==> config.mk <==
export PLATFORM = sky130hd
export DESIGN_NAME = cond_unit_flat
export DESIGN_NICKNAME = d
export VERILOG_FILES = /design/src/rtl/cond_unit_pkg.sv /design/src/rtl/cond_unit_if.sv /design/src/rtl/cond_unit_check.sv /design/src/rtl/cond_unit.sv /design/src/flat_wrapper.sv
export SDC_FILE = /design/constraint.sdc
export NUM_CORES = 1
export LEC_CHECK = 0
export BUFFER_PORTS_ARGS = -buffer_cell sky130_fd_sc_hd__buf_2
export CAP_MARGIN = 15
export CORE_AREA = 10 10 47 49
export CTS_CLUSTER_SIZE = 24
export DETAILED_ROUTE_END_ITERATION = 16
export DIE_AREA = 0 0 57 59
export MAX_ROUTING_LAYER = met4
export PLACE_DENSITY = 0.62
export SKIP_CTS_REPAIR_TIMING = 1
export SLEW_MARGIN = 20
export SYNTH_ARGS = -nofsm -noshare
export SYNTH_HDL_FRONTEND = slang
export SYNTH_SLANG_ARGS = --single-unit
==> constraint.sdc <==
create_clock -name clk -period 3.3 [get_ports clk]
set_input_delay 0.66 -clock clk [delete_from_list [all_inputs] [get_ports clk]]
set_output_delay 0.66 -clock clk [all_outputs]
set_load 0.02 [all_outputs]
==> src/rtl/cond_unit_pkg.sv <==
// cond_unit_pkg: condition codes and flag bit positions shared by the condition unit.
package cond_pkg;
  typedef enum logic [3:0] {
    COND_EQ = 4'b0000,
    COND_NE = 4'b0001,
    COND_CS = 4'b0010,
    COND_CC = 4'b0011,
    COND_MI = 4'b0100,
    COND_PL = 4'b0101,
    COND_VS = 4'b0110,
    COND_VC = 4'b0111,
    COND_HI = 4'b1000,
    COND_LS = 4'b1001,
    COND_GE = 4'b1010,
    COND_LT = 4'b1011,
    COND_GT = 4'b1100,
    COND_LE = 4'b1101,
    COND_AL = 4'b1110,
    COND_NV = 4'b1111
  } cond_e;
  localparam int FLAG_N = 0;
  localparam int FLAG_Z = 1;
  localparam int FLAG_C = 2;
  localparam int FLAG_V = 3;
  localparam int FLAGW_NZ = 1;
  localparam int FLAGW_CV = 0;
endpackage

==> src/rtl/cond_unit_if.sv <==
// cond_unit_if: decoder/ALU-facing signals of the condition unit.
interface cond_unit_if;
  logic [3:0] ALUFlags;
  logic [3:0] Cond;
  logic [1:0] FlagW;
  logic       PCS;
  logic       RegW;
  logic       MemW;
  logic       InstrValid;
  logic       Stall;
  logic       PCSrc;
  logic       RegWrite;
  logic       MemWrite;
  logic [3:0] Flags;
  logic       CondEx;
  logic       CondExReg;
  modport master (
    output ALUFlags, Cond, FlagW, PCS, RegW, MemW, InstrValid, Stall,
    input  PCSrc, RegWrite, MemWrite, Flags, CondEx, CondExReg
  );
  modport slave (
    input  ALUFlags, Cond, FlagW, PCS, RegW, MemW, InstrValid, Stall,
    output PCSrc, RegWrite, MemWrite, Flags, CondEx, CondExReg
  );
endinterface

==> src/rtl/cond_unit_check.sv <==
// cond_check: combinational decode of the 4-bit condition field against stored flags.
module cond_check
  import cond_pkg::*;
(
  input  logic [3:0] i_cond,
  input  logic [3:0] i_flags,
  output logic       o_cond_ex
);
  logic w_n, w_z, w_c, w_v, w_ge;
  assign w_n  = i_flags[FLAG_N];
  assign w_z  = i_flags[FLAG_Z];
  assign w_c  = i_flags[FLAG_C];
  assign w_v  = i_flags[FLAG_V];
  assign w_ge = (w_n == w_v);
  always_comb begin
    o_cond_ex = 1'b1;
    unique case (cond_e'(i_cond))
      COND_EQ: o_cond_ex = w_z;
      COND_NE: o_cond_ex = ~w_z;
      COND_CS: o_cond_ex = w_c;
      COND_CC: o_cond_ex = ~w_c;
      COND_MI: o_cond_ex = w_n;
      COND_PL: o_cond_ex = ~w_n;
      COND_VS: o_cond_ex = w_v;
      COND_VC: o_cond_ex = ~w_v;
      COND_HI: o_cond_ex = w_c & ~w_z;
      COND_LS: o_cond_ex = ~w_c | w_z;
      COND_GE: o_cond_ex = w_ge;
      COND_LT: o_cond_ex = ~w_ge;
      COND_GT: o_cond_ex = ~w_z & w_ge;
      COND_LE: o_cond_ex = w_z | ~w_ge;
      COND_AL: o_cond_ex = 1'b1;
      COND_NV: o_cond_ex = 1'b1;
    endcase
  end
endmodule

==> src/rtl/cond_unit.sv <==
// cond_unit: architectural NZCV register, condition evaluation and write-strobe gating.
module cond_unit
  import cond_pkg::*;
#(
  parameter logic [3:0] RESET_FLAGS = 4'b0000
) (
  input logic        clk,
  input logic        reset,
  cond_unit_if.slave bus
);
  logic [3:0] r_flags;
  logic       r_cond_ex;
  logic       w_cond_ex;
  logic       w_go;
  cond_check u_check (
    .i_cond    (bus.Cond),
    .i_flags   (r_flags),
    .o_cond_ex (w_cond_ex)
  );
  assign w_go = w_cond_ex & bus.InstrValid & ~bus.Stall & ~reset;
  always_ff @(posedge clk) begin
    if (reset) begin
      r_flags   <= RESET_FLAGS;
      r_cond_ex <= 1'b0;
    end else begin
      if (w_go && bus.FlagW[FLAGW_NZ]) begin
        r_flags[FLAG_N] <= bus.ALUFlags[FLAG_N];
        r_flags[FLAG_Z] <= bus.ALUFlags[FLAG_Z];
      end
      if (w_go && bus.FlagW[FLAGW_CV]) begin
        r_flags[FLAG_C] <= bus.ALUFlags[FLAG_C];
        r_flags[FLAG_V] <= bus.ALUFlags[FLAG_V];
      end
      if (!bus.Stall) r_cond_ex <= w_cond_ex & bus.InstrValid;
    end
  end
  assign bus.PCSrc     = bus.PCS  & w_go;
  assign bus.RegWrite  = bus.RegW & w_go;
  assign bus.MemWrite  = bus.MemW & w_go;
  assign bus.Flags     = r_flags;
  assign bus.CondEx    = w_cond_ex;
  assign bus.CondExReg = r_cond_ex;
endmodule

==> src/flat_wrapper.sv <==
// flat-port wrapper written by rule: the top's interface ports become plain ports
module cond_unit_flat import cond_pkg::*;
#(
  parameter logic [3:0] RESET_FLAGS = 4'b0000
)
  (clk, reset, bus_ALUFlags, bus_Cond, bus_FlagW, bus_PCS, bus_RegW, bus_MemW, bus_InstrValid, bus_Stall, bus_PCSrc, bus_RegWrite, bus_MemWrite, bus_Flags, bus_CondEx, bus_CondExReg);
  cond_unit_if bus_i ();
  input logic clk;
  input logic reset;
  input wire logic [$bits(bus_i.ALUFlags)-1:0] bus_ALUFlags;
  input wire logic [$bits(bus_i.Cond)-1:0] bus_Cond;
  input wire logic [$bits(bus_i.FlagW)-1:0] bus_FlagW;
  input wire logic [$bits(bus_i.PCS)-1:0] bus_PCS;
  input wire logic [$bits(bus_i.RegW)-1:0] bus_RegW;
  input wire logic [$bits(bus_i.MemW)-1:0] bus_MemW;
  input wire logic [$bits(bus_i.InstrValid)-1:0] bus_InstrValid;
  input wire logic [$bits(bus_i.Stall)-1:0] bus_Stall;
  output wire logic [$bits(bus_i.PCSrc)-1:0] bus_PCSrc;
  output wire logic [$bits(bus_i.RegWrite)-1:0] bus_RegWrite;
  output wire logic [$bits(bus_i.MemWrite)-1:0] bus_MemWrite;
  output wire logic [$bits(bus_i.Flags)-1:0] bus_Flags;
  output wire logic [$bits(bus_i.CondEx)-1:0] bus_CondEx;
  output wire logic [$bits(bus_i.CondExReg)-1:0] bus_CondExReg;
  assign bus_i.ALUFlags = bus_ALUFlags;
  assign bus_i.Cond = bus_Cond;
  assign bus_i.FlagW = bus_FlagW;
  assign bus_i.PCS = bus_PCS;
  assign bus_i.RegW = bus_RegW;
  assign bus_i.MemW = bus_MemW;
  assign bus_i.InstrValid = bus_InstrValid;
  assign bus_i.Stall = bus_Stall;
  assign bus_PCSrc = bus_i.PCSrc;
  assign bus_RegWrite = bus_i.RegWrite;
  assign bus_MemWrite = bus_i.MemWrite;
  assign bus_Flags = bus_i.Flags;
  assign bus_CondEx = bus_i.CondEx;
  assign bus_CondExReg = bus_i.CondExReg;
  cond_unit #(.RESET_FLAGS(RESET_FLAGS)) u_core (.clk(clk), .reset(reset), .bus(bus_i));
endmodule
==> run summary <==
status - finished, final reports clean
CP top delay family - compound AO/OA/AOI/OAI gates
final net count - 101
final setup fails - 0
initial core utilization - 32.6%
core area - 1400 µm²
vias in the first global route - 487
GPL Wtd Cong - 0.763
PwrDens - 284 nW/µm²
Clock Tree Root - clkbuf_4
antenna-violating nets left - 0
Via density - 5.01
Mapped Area - 457 µm²
worst path bufs/invs - 2
Post-Layout Cell Count - 99
Post-synth ARST share - 0%
count leader, synth - nand2b_1
met1 Use GR - 8.09%
Remaining DRCs - 0
Setup Skew - 0.000790 ns
first-pass GRT wire length - 2.08 mm
Iter 0 DRT Violations - 4
Netlist cell types - 27
Pre-Repair DR Iteration Count - 4
DIE WIDTH - 57 µm
ys flop type - dfxtp_1
worst rel slew slack - 76.1%
RSZ-0062 raised after global routing - false
crit start category - input port
post-DP HPWL - 1.04 mm
largest net degree at the start of global routing - 11
clock sinks - 5
final setup TNS - 0 ns
all-layer global routing usage - 7.78%
Clock Path Buffers - 2
WP data required - 2.64 ns
Layout area overhead - 34.2%
die height - 59 µm
most frequent CP cell - buf_2
Synth Net Count - 73
most frequent cells after synthesis - nand2b_1 (8), dfxtp_1 (5), mux2i_1 (5), nand2_1 (5), and2_1 (4)
sequential element share of the synthesized area - 21.9%
average wire per standard cell - 12.4 µm
Fin. Hold Viols - 0
GRT met2 Usage - 12.6%
largest cells by area after synthesis - dfxtp_1 (22%), mux2i_1 (11%), nand2b_1 (11%)
measured slew at the worst slew-check pin - 0.358 ns
Slowest-stage cell, CP - a2111o_1
final wirelength - 1.23 mm
Achievable Freq - 360 MHz
cell count after synthesis - 56
initial antenna violation count - 0
worst path arrival time - 2.12 ns
Worst Hold Class - reg -> reg
critical path's largest stage delay - 0.45 ns
met3 Usage GRT - 2.36%
minimum clock period - 2.78 ns
Placed Instances - 95
Max Slew Vio Count - 0
Avg Inst Size Synth - 8.16 µm²
worst-path fanout max - 10
Post-synth EDFFs - 0
area leader, netlist - dfxtp_1
CP cell instances - buf_2 -> xnor2_2 -> nor3_1 -> a2111o_1 -> a31oi_1 -> and2_1 -> buf_2
GR peak layer - met2
Port Buffers - 25
grt total ovfl - 0
# Max-Cap Violations - 0
Die Footprint - 3360 µm²
H-tree depth - 1
CP Class - in -> out
Static Leakage - 0.288 nW
clock transition at the registers of the reported paths - 0.04 ns
site row count - 14
Diodes inserted - 0
CP Capture Type - primary output
I/O pins - 26
CTS tree - done
Tcrit/Tclk final - 84.1%
VDD IR max - 169 µV
layout cells sized above 1 - 36.1%
Clock Latency Late Sink - 0.23 ns
yosys warns - 0
CTS Buf Count - 3
#FFs+latches synth - 5
Hold WS - 0.452 ns
filler cell count - 161
via count - 496
area share of the largest cell type after synthesis - 21.9%
==> through the flow <==
stage	worst slack, ns	util (%)	power (mW)	instance area [µm²]
floorplan	0.751	-	0.0912	457
global placement	0.560	41.9	0.107	587
detailed placement	0.527	41.9	0.108	587
CTS	0.518	43.8	0.178	613
global route	0.368	43.8	0.188	613
finish	0.524	43.8	0.174	613
==> power breakdown <==
group | switching, mW | leakage, nW | internal [mW]
Combinational | 0.0225 | 0.233 | 0.0205
Clock | 0.0221 | 0.0150 | 0.0455
Sequential | 0.00138 | 0.0404 | 0.0619
Total | 0.0460 | 0.288 | 0.128
==> worst min-delay path, stage by stage (launching register included) <==
cell      delay [ns]
dfxtp_1         0.30
nand2_1         0.05
o21bai_1        0.05
==> layout make-up <==
type / count / area, µm² / area share (%)
clock buffer: 4 / 26.3 / 4.29
inverter: 3 / 11.3 / 1.84
multi-input combinational: 46 / 330 / 53.9
sequential: 5 / 100 / 16.3
tap: 16 / 20.0 / 3.27
timing repair buffer: 25 / 125 / 20.4
==> routing by layer <==
layer	up-vias	share of wire [%]	routed length, µm
li1	254	-	-
met1	223	42	523
met2	15	52	634
met3	4	4.4	54
met4	0	1.6	20
met5	-	0	0
==> state kept, by name, summed over array words and instances (netlist names) <==
name / cells
u_core.bus.Flags: 4
u_core.bus.CondExReg: 1
==> cells in the final DEF (no fill, tap or decap) <==
| master | n |
|---|---|
| a2111o_1 | 1 |
| a22o_1 | 1 |
| a22oi_1 | 1 |
| a31oi_1 | 3 |
| and2_1 | 4 |
| and3_1 | 1 |
| buf_2 | 25 |
| clkbuf_1 | 1 |
| clkbuf_4 | 3 |
| dfxtp_1 | 5 |
| inv_1 | 3 |
| mux2i_1 | 5 |
| nand2_1 | 5 |
| nand2b_1 | 8 |
| nand3_1 | 1 |
| nand4bb_1 | 1 |
| nor2_1 | 3 |
| nor3_1 | 1 |
| nor3b_1 | 1 |
| nor4b_1 | 1 |
| o21ai_0 | 1 |
| o21bai_1 | 1 |
| o221ai_1 | 1 |
| o22ai_1 | 1 |
| o311ai_2 | 1 |
| or2b_1 | 1 |
| xnor2_2 | 1 |
| xor2_1 | 2 |
==> worst paths after layout <==
kind                        start              endpoint  slack (ns)  cells past startpoint
max                   bus_Cond[0]             bus_PCSrc        0.52                      7
min          u_core.bus.CondExReg  u_core.bus.CondExReg        0.45                      2
max reg2reg   u_core.bus.Flags[3]   u_core.bus.Flags[3]        1.58                      5
min reg2reg  u_core.bus.CondExReg  u_core.bus.CondExReg        0.45                      2
==> cell families after synthesis <==
| kind of cell | count (synthesis) | synth area share [%] |
|---|---|---|
| compound gates | 11 | 19.7 |
| buf+inv | 5 | 5.75 |
| xor+xnor | 3 | 7.40 |
| simple gates | 27 | 34.2 |
| flops | 5 | 21.9 |
| mux | 5 | 11.0 |
No activity file was read; power rests on OpenSTA's default activity.
